File: src/rtl/sipo_pkg.sv
// rtl/sipo_pkg.sv - shared constants and helpers for serial shift-register blocks
package sipo_pkg;

  localparam int DEFAULT_WIDTH = 4;
  localparam int MIN_WIDTH     = 2;
  localparam int MAX_WIDTH     = 32;

  // Counter width for 0..n-1, never narrower than one bit
  function automatic int clog2(input int n);
    int r;
    r = 0;
    while ((1 << r) < n) r++;
    return (r < 1) ? 1 : r;
  endfunction

  function automatic bit width_ok(input int w);
    return (w >= MIN_WIDTH) && (w <= MAX_WIDTH);
  endfunction

endpackage

File: src/rtl/sipo_bit_counter.sv
// rtl/sipo_bit_counter.sv - mod-WIDTH bit position counter with sync restart-to-1
module sipo_bit_counter
  import sipo_pkg::*;
#(
  parameter int WIDTH = DEFAULT_WIDTH,
  parameter int CW    = clog2(WIDTH)
) (
  input  logic          clk,
  input  logic          rst,
  input  logic          en,
  input  logic          restart,
  output logic [CW-1:0] count,
  output logic          last_bit
);

  logic [CW-1:0] count_q, count_d;

  assign last_bit = en && !restart && (count_q == CW'(WIDTH - 1));
  assign count    = count_q;

  always_comb begin
    count_d = count_q;
    if (en) begin
      if (restart)       count_d = CW'(1);
      else if (last_bit) count_d = '0;
      else               count_d = count_q + CW'(1);
    end
  end

  always_ff @(posedge clk) begin
    if (rst) count_q <= '0;
    else     count_q <= count_d;
  end

endmodule

File: src/rtl/sipo_4bit_deser.sv
// rtl/sipo_4bit_deser.sv - serial-in/parallel-out deserializer feeding a PIPO register
module sipo_4bit_deser
  import sipo_pkg::*;
#(
  parameter int WIDTH     = DEFAULT_WIDTH,
  parameter bit MSB_FIRST = 1'b1,
  parameter int CW        = clog2(WIDTH)
) (
  input  logic             clk,
  input  logic             rst,
  input  logic             sin,
  input  logic             sin_valid,
  input  logic             sync,
  output logic [WIDTH-1:0] q,
  output logic [WIDTH-1:0] q_bar,
  output logic             word_valid,
  output logic [CW-1:0]    bit_cnt
);

  if (!width_ok(WIDTH)) begin : g_bad_width
    $error("sipo_4bit_deser: WIDTH out of range");
  end

  logic [WIDTH-1:0] sreg_q, sreg_d;
  logic [WIDTH-1:0] word_q, word_d;
  logic [WIDTH-1:0] word_bar_q, word_bar_d;
  logic             word_valid_q, word_valid_d;
  logic [WIDTH-1:0] shifted, start_word;
  logic             last_bit;

  sipo_bit_counter #(.WIDTH(WIDTH), .CW(CW)) u_cnt (
    .clk      (clk),
    .rst      (rst),
    .en       (sin_valid),
    .restart  (sync),
    .count    (bit_cnt),
    .last_bit (last_bit)
  );

  always_comb begin
    shifted    = '0;
    start_word = '0;
    if (MSB_FIRST) begin
      shifted    = {sreg_q[WIDTH-2:0], sin};
      start_word = {{(WIDTH-1){1'b0}}, sin};
    end else begin
      shifted    = {sin, sreg_q[WIDTH-1:1]};
      start_word = {sin, {(WIDTH-1){1'b0}}};
    end
  end

  // A sync bit seeds a fresh word; the completed word is the shift including this bit
  always_comb begin
    sreg_d       = sreg_q;
    word_d       = word_q;
    word_bar_d   = word_bar_q;
    word_valid_d = last_bit;
    if (sin_valid) sreg_d = sync ? start_word : shifted;
    if (last_bit) begin
      word_d     = shifted;
      word_bar_d = ~shifted;
    end
  end

  always_ff @(posedge clk) begin
    if (rst) begin
      sreg_q       <= '0;
      word_q       <= '0;
      word_bar_q   <= '1;
      word_valid_q <= 1'b0;
    end else begin
      sreg_q       <= sreg_d;
      word_q       <= word_d;
      word_bar_q   <= word_bar_d;
      word_valid_q <= word_valid_d;
    end
  end

  assign q          = word_q;
  assign q_bar      = word_bar_q;
  assign word_valid = word_valid_q;

endmodule
File: config.mk
export PLATFORM = sky130hd
export DESIGN_NAME = sipo_4bit_deser
export DESIGN_NICKNAME = d
export VERILOG_FILES = /design/src/rtl/sipo_pkg.sv /design/src/rtl/sipo_bit_counter.sv /design/src/rtl/sipo_4bit_deser.sv
export SDC_FILE = /design/constraint.sdc
export NUM_CORES = 1
export LEC_CHECK = 0
export CAP_MARGIN = 25
export CORE_MARGIN = 2
export CORE_UTILIZATION = 44
export DETAILED_ROUTE_END_ITERATION = 8
export PLACE_DENSITY = 0.86
export SETUP_SLACK_MARGIN = 0.5
export SLEW_MARGIN = 10
export SYNTH_ARGS = -nofsm -noshare
export SYNTH_HDL_FRONTEND = slang
export SYNTH_SLANG_ARGS = --single-unit
File: constraint.sdc
create_clock -name clk -period 1.36 [get_ports clk]
set_input_delay 0.272 -clock clk [delete_from_list [all_inputs] [get_ports clk]]
set_output_delay 0.272 -clock clk [all_outputs]
set_load 0.1 [all_outputs]
==> reports/results.ini, run 1 <==
[yosys]
synth_cell_type_count = 16
ys_seq_area_frac = 0.471
ys_seq_elements = 14
syn_area_um2 = 596
ys_warn_count = 0
avgSynthCellArea_um2 = 10.8
synth_cells = 55
syn-num-nets = 61

[placed_design]
port_buffers = 15
pre_cts_slack_ns = -0.249
place.detailed.hpwl_um = 950
gp_congestion = 0.685
placedCellCount = 89
place_area_um2 = 957

[clock_network]
max-clock-path-buffers = 2
cts_htree_levels = 1
ctsHoldBuffers = 0
path_clk_slew_ns = 0.08
numCtsBuffers = 3
clockRootBuffer = clkbuf_4
clock_latency_ns = 0.29
cts_sinks = 14
cts_tree = yes

[layout]
diodes = 0
fillers = 75
drive_above_1_share = 0.602
nets = 90
final_cells = 98
design_area_mm2 = 0.00104
final-seq-area_um2 = 322
area_growth_pct = 75.2
multiInputGateArea_um2 = 310

[run]
max-cap-violations = 0

[timing]
finalHoldViolCount = 0
maxSlewViolCount = 0
tightest_slew_ns = 0.352
rsz0062_at_grt = true
period_share = 0.860
worst_hold_slack_ns = 0.480
maxSlewHeadroom = 0.765
fin_worst_skew_ns = 0.00139
period_minus_slack_ns = 1.17
fmax_ghz = 0.855
setup_viol = 0
finalWorstSetupSlack_ns = 0.191

[die]
start_util = 0.463
rows = 13
die_height_um = 40.8
die_w_um = 40.8
dieArea_mm2 = 0.00166
ios = 16
core_area_mm2 = 0.00128

[worst_setup_path]
rr_endpoint = q_bar[1]
r2r-start = u_cnt.count[0]
crit_path_start_kind = flip-flop
cp_max_fo = 4
rr_worst_depth = 3
crit_path_max_incr_delay_ns = 0.38
required_ns = 1.55
criticalPathCategory = flip-flop to flip-flop
cp_slowest_cell = dfxtp_4
arrival_ns = 1.36
end_kind = flip-flop
r2r_setup_slack_ns = 0.19
path_delay_family = flip-flops
crit_chain = ha_4 -> and3b_2 -> mux2_4
worst-path-buf-inv = 0

[routing]
wl_um = 1290
wl_per_cell_um = 13.2
firstDrtPassIters = 2
drcViolationCount = 0
drt-initial-drc-count = 3
ant_nets = 0
num_vias = 484
via_per_inst = 4.94

[global_routing]
grt_max_degree = 15
grt.total_usage = 0.199
grt_pass1_vias = 474
overflow = 0
grt_pass1_wl_um = 2020
antenna_found_initial = 0

[worst_hold_path]
whs_path_depth = 2
min_from = sreg_q[2]
hold_path_class = flip-flop to flip-flop
holdPathEnd = sreg_q[2]

[pwr]
powerDensity_mw_per_mm2 = 787
power_w = 0.000821
ir_drop_v = 0.000849
leakagePower_nw = 0.429

[outcome]
status = completed

==> layout by cell type (no fill, tap or decap), drive strengths merged <==
master	count
buf	23
dfxtp	14
nand2b	11
mux2i	5
or2	4
nand3b	4
clkbuf	4
mux2	4
nor2	3
a21oi	3
clkdlybuf4s50	3
and3b	2
nor3	1
ha	1
dlygate4sd2	1
==> Yosys cell counts <==
master    instances  area [um2]
mux2i_1           5        50.1
ha_1              1        12.5
buf_4             1        7.51
dfxtp_1          14         280
nand2b_1         11        68.8
buf_2             1        5.00
mux2_4            2        30.0
or2_2             4        25.0
buf_6             1        11.3
nand3b_2          1        11.3
mux2_2            2        22.5
nand3b_1          3        22.5
nor2_1            3        11.3
and3b_1           2        17.5
nor3_1            1        5.00
a21oi_1           3        15.0
==> power by group <==
part	switching (W)	total, W	internal, W	leakage [nW]
Sequential	0.00000918	0.000406	0.000397	0.118
Clock	0.000147	0.000310	0.000164	0.0210
Combinational	0.0000528	0.000105	0.0000520	0.290
==> flip-flops by register name, summed over array words and instances (netlist names) <==
register,cells
q,4
q_bar,4
sreg_q,3
u_cnt.count,2
word_valid,1
==> what timing repair did <==
action                                  CTS  global route
pin swaps                                 1             0
resized for setup                         4             1
buffers inserted                          4             1
endpoints found under the setup margin   25            25
==> routing by layer <==
layer	global-route usage	wire length, um	vias to the layer above
li1	-	-	245
met1	0.199	505	224
met2	0.348	695	12
met3	0.0652	59	3
met4	0.125	30	0
met5	0	0	-
==> area by class of cell <==
cell class | count | share of cell area
timing repair buffer | 27 | 0.342
tap | 15 | 0.0180
multi-input combinational | 38 | 0.297
clock buffer | 4 | 0.0348
sequential | 14 | 0.308
==> worst min-delay path, delay by kind of cell, from the launching register on <==
family	cells	cell delay [ns]
compound gates	1	0.05
simple gates	1	0.06
flops	1	0.32
==> through the flow <==
step / TNS [ns] / util
CTS: 0 / 0.802
global placement: -1.02 / 0.745
floorplan: -0.0629 / -
global route: 0 / 0.812
finish: 0 / 0.812
detailed placement: -1.27 / 0.745
==> worst max-delay path by stage <==
| stage | start | endpoint | slack (ns) | depth (start not counted) |
|---|---|---|---|---|
| after floorplan | u_cnt.count[1] | q_bar[0] | -0.03 | 4 |
| after detailed placement | rst | q_bar[1] | -0.25 | 3 |
| final | u_cnt.count[0] | q_bar[1] | 0.19 | 3 |
| after global routing | u_cnt.count[0] | q[2] | 0.16 | 4 |
| after global placement | rst | q_bar[1] | -0.20 | 3 |
| after CTS | u_cnt.count[0] | q_bar[1] | 0.18 | 3 |
==> logic make-up (layout without fill, tap and decap cells) <==
family                   Yosys count  in the layout  synth area share
flip-flops                        14             14             0.471
AO/OA/AOI/OAI                      3              3            0.0252
adder cells (fa/ha/maj)            1              1            0.0210
buffers and inverters              3             31            0.0399
multiplexers                       9              9             0.172
AND/OR/NAND/NOR                   25             25             0.271
(Power assumes the default switching activity.)
==> run 2, diff against run 1 <==
--- a/config.mk
+++ b/config.mk
@@ -6,12 +6,14 @@
 export NUM_CORES = 1
 export LEC_CHECK = 0
 export CAP_MARGIN = 25
-export CORE_MARGIN = 2
-export CORE_UTILIZATION = 44
+export CORE_AREA = 2 2 39 41
+export CTS_CLUSTER_SIZE = 8
 export DETAILED_ROUTE_END_ITERATION = 8
-export PLACE_DENSITY = 0.86
+export DIE_AREA = 0 0 41 43
+export PLACE_DENSITY = 0.82
 export SETUP_SLACK_MARGIN = 0.5
 export SLEW_MARGIN = 10
 export SYNTH_ARGS = -nofsm -noshare
 export SYNTH_HDL_FRONTEND = slang
+export SYNTH_HIERARCHICAL = 1
 export SYNTH_SLANG_ARGS = --single-unit
==> run 2 against run 1 <==
Largest power group unchanged. Clock skew increased by 0.0032 ns. Final area increased by 6.5%. Die area increased by 6.0%. Worst hold slack improved by 0.017 ns. Maximum frequency decreased by 8.0%. Sequential cell count unchanged. Largest cell class unchanged. Count of clock-buffer cells in the layout unchanged. Worst setup slack got worse by 0.10 ns. Total power decreased by 2.0%. Non-clock buffer count increased by 6.
==> reports/results.ini, run 2 <==
[clock_network]
cts_tree = yes  ; unchanged
numCtsBuffers = 3  ; unchanged
max-clock-path-buffers = 2  ; unchanged
clock_latency_ns = 0.27  ; was 0.29 ns
cts_htree_levels = 1  ; unchanged
cts_sinks = 14  ; unchanged
clockRootBuffer = clkbuf_4  ; unchanged
path_clk_slew_ns = 0.08  ; about the same

[timing]
tightest_slew_ns = 0.139  ; was 0.352 ns
fin_worst_skew_ns = 0.00462  ; was 0.00139 ns
finalHoldViolCount = 0  ; unchanged
maxSlewViolCount = 0  ; unchanged
period_minus_slack_ns = 1.27  ; was 1.17 ns
period_share = 0.935  ; was 0.860
rsz0062_at_grt = true  ; unchanged
maxSlewHeadroom = 0.905  ; was 0.765
worst_hold_slack_ns = 0.496  ; was 0.480 ns
fmax_ghz = 0.787  ; was 0.855 GHz
setup_viol = 0  ; unchanged

[worst_setup_path]
end_kind = flip-flop  ; unchanged
crit_path_start_kind = flip-flop  ; unchanged
arrival_ns = 1.44  ; was 1.36 ns
criticalPathCategory = flip-flop to flip-flop  ; unchanged
cp_max_fo = 5  ; was 4
required_ns = 1.53  ; was 1.55 ns

[worst_hold_path]
hold_path_class = flip-flop to flip-flop  ; unchanged

[pwr]
leakagePower_nw = 0.445  ; was 0.429 nW
internal_power_w = 0.000613  ; was 0.000612 W
switchingPower_w = 0.000191  ; was 0.000209 W
powerDensity_mw_per_mm2 = 724  ; was 787 mW/mm2
power_frac_seq = 0.502  ; was 0.495
comb_power_share = 0.142  ; was 0.128
pwr-share-clk = 0.356  ; was 0.378
ir_drop_v = 0.000580  ; was 0.000849 V
switching_share = 0.237  ; was 0.254

[die]
core_area_mm2 = 0.00138  ; was 0.00128 mm2
dieArea_mm2 = 0.00176  ; was 0.00166 mm2
ios = 16  ; unchanged
die_w_um = 41  ; was 40.8 um
rows = 14  ; was 13
die_height_um = 43  ; was 40.8 um
start_util = 0.387  ; was 0.463

[layout]
design_area_mm2 = 0.00111  ; was 0.00104 mm2
final_cell_mix = buf_12 (11), buf_4 (11), dfxtp_4 (11)  ; was nand2b_1 (11), buf_12 (11), dfxtp_4 (11)
fillers = 84  ; was 75
diodes = 0  ; unchanged
drive_above_1_share = 0.674  ; was 0.602
area_growth_pct = 107  ; was 75.2%
multiInputGateArea_um2 = 320  ; was 310 um2
final-seq-area_um2 = 322  ; unchanged
nets = 96  ; was 90

[yosys]
synth_edf_count = 0  ; unchanged
syn_area_um2 = 536  ; was 596 um2
synth_top_area_cell = dfxtp_1  ; unchanged
synth_flop_cell = dfxtp_1  ; unchanged
avgSynthCellArea_um2 = 10.1  ; was 10.8 um2
synthArstFlopShare = 0  ; unchanged
synth.top_cell.area_share = 0.523  ; was 0.471
ys_warn_count = 6  ; was 0
yosys.cell_count.top_type = dfxtp_1  ; unchanged
yosys-top-cells-count = dfxtp_1 (14), a21oi_1 (7), nand2b_1 (7)  ; was dfxtp_1 (14), nand2b_1 (11), mux2i_1 (5)
synth_cells = 53  ; was 55
syn-num-nets = 59  ; was 61
synth_area_leaders = dfxtp_1 (52%), nand2b_1 (8.2%), a21oi_1 (6.5%), a21o_1 (5.6%), nand3b_1 (4.2%)  ; was dfxtp_1 (47%), nand2b_1 (12%), mux2i_1 (8.4%), mux2_4 (5.0%), or2_2 (4.2%)
synth_cell_type_count = 17  ; was 16
ys_seq_elements = 14  ; unchanged
ys_seq_area_frac = 0.523  ; was 0.471

[global_routing]
overflow = 0  ; unchanged
grt.total_usage = 0.178  ; was 0.199
grt_pass1_wl_um = 2110  ; was 2020 um
antenna_found_initial = 0  ; unchanged
grt_pass1_vias = 495  ; was 474
grt_max_degree = 15  ; unchanged

[placed_design]
port_buffers = 15  ; unchanged
gp_congestion = 0.678  ; was 0.685
place.detailed.hpwl_um = 758  ; was 950 um
place_area_um2 = 898  ; was 957 um2

[routing]
firstDrtPassIters = 4  ; was 2
top_layer = met4  ; unchanged
ant_nets = 0  ; unchanged
num_vias = 542  ; was 484
drt-initial-drc-count = 8  ; was 3
via_per_inst = 5.16  ; was 4.94
wl_per_cell_um = 14.6  ; was 13.2 um
drcViolationCount = 0  ; unchanged
drt-met1-wl_um = 597  ; was 505 um
wl_um = 1530  ; was 1290 um
met2_length_um = 867  ; was 695 um
wl_met3_um = 46  ; was 59 um

[run]
max-cap-violations = 0  ; unchanged

[outcome]
status = completed  ; unchanged

run 2: cell types whose count changed in the layout (fill, tap and decap cells not counted), moves of 3 or more:
cell / previous run / this run
buf_6: 2 / 6
or2_4: 0 / 3
nand2b_1: 11 / 4
nand2b_4: 0 / 3
a21oi_2: 0 / 3
or2_2: 4 / 0
a21o_1: 0 / 4
mux2i_1: 5 / 1
run 2: final timing paths:
kind / start / to / slack [ns] / depth (start not counted)
worst max-delay path: u_cnt/count[0] / q_bar[2] / 0.09 / 4
worst min register to register: sreg_q[2] / sreg_q[2] / 0.50 / 2
worst max register to register: u_cnt/count[0] / q_bar[2] / 0.09 / 4
worst min-delay path: sreg_q[2] / sreg_q[2] / 0.50 / 2
run 2: power by group through the flow:
| stage | Combinational (W) | Sequential (W) | Clock [W] |
|---|---|---|---|
| after detailed placement | 0.000101 | 0.000412 | 0 |
| after CTS | 0.000107 | 0.000403 | 0.000296 |
| final | 0.000114 | 0.000403 | 0.000286 |
| after floorplan | 0.0000211 | 0.000440 | 0 |
| after global placement | 0.0000981 | 0.000412 | 0 |
| after global routing | 0.000120 | 0.000404 | 0.000314 |
run 2: cell type report:
type	count	area share
timing repair buffer	33	0.372
sequential	14	0.289
multi-input combinational	38	0.288
clock buffer	4	0.0327
tap	16	0.0180
run 2: cells by family after synthesis:
kind of cell / Yosys count / synth area share
compound gates: 13 / 0.164
fa+ha+maj: 1 / 0.0234
buf+inv: 2 / 0.0304
flops: 14 / 0.523
mux: 1 / 0.0187
simple gates: 22 / 0.241
run 2: per-stage QoR:
stage	util	instances	setup slack, ns	total power, W	TNS [ns]
3_5_place_dp	0.649	88	-0.297	0.000513	-1.61
4_1_cts	0.748	100	0.132	0.000806	0
3_3_place_gp	0.649	88	-0.251	0.000510	-1.26
2_1_floorplan	-	53	-0.0452	0.000461	-0.145
5_1_grt	0.803	105	0.0437	0.000838	0
6_report	0.803	105	0.0888	0.000804	0
run 2: timing repair:
item | in CTS | in global routing
cloned | 2 | 0
resized for setup | 14 | 9
pin swaps | 11 | 5
setup endpoints to repair | 25 | 22
buffers inserted | 6 | 5
hold endpoints to repair | 0 | 0
hold buffers | 0 | 0
run 2: critical path, cell delays in order, from the launching register on:
cell	delay (ns)
dfxtp_4	0.36
ha_4	0.17
and3b_2	0.24
or2_4	0.25
a21o_1	0.15
run 2: metal layers:
layer  GRT usage  up-vias
met5           0        -
met4      0.0800        0
met3      0.0314        2
met2       0.269       11
met1       0.237      271
li1            -      258
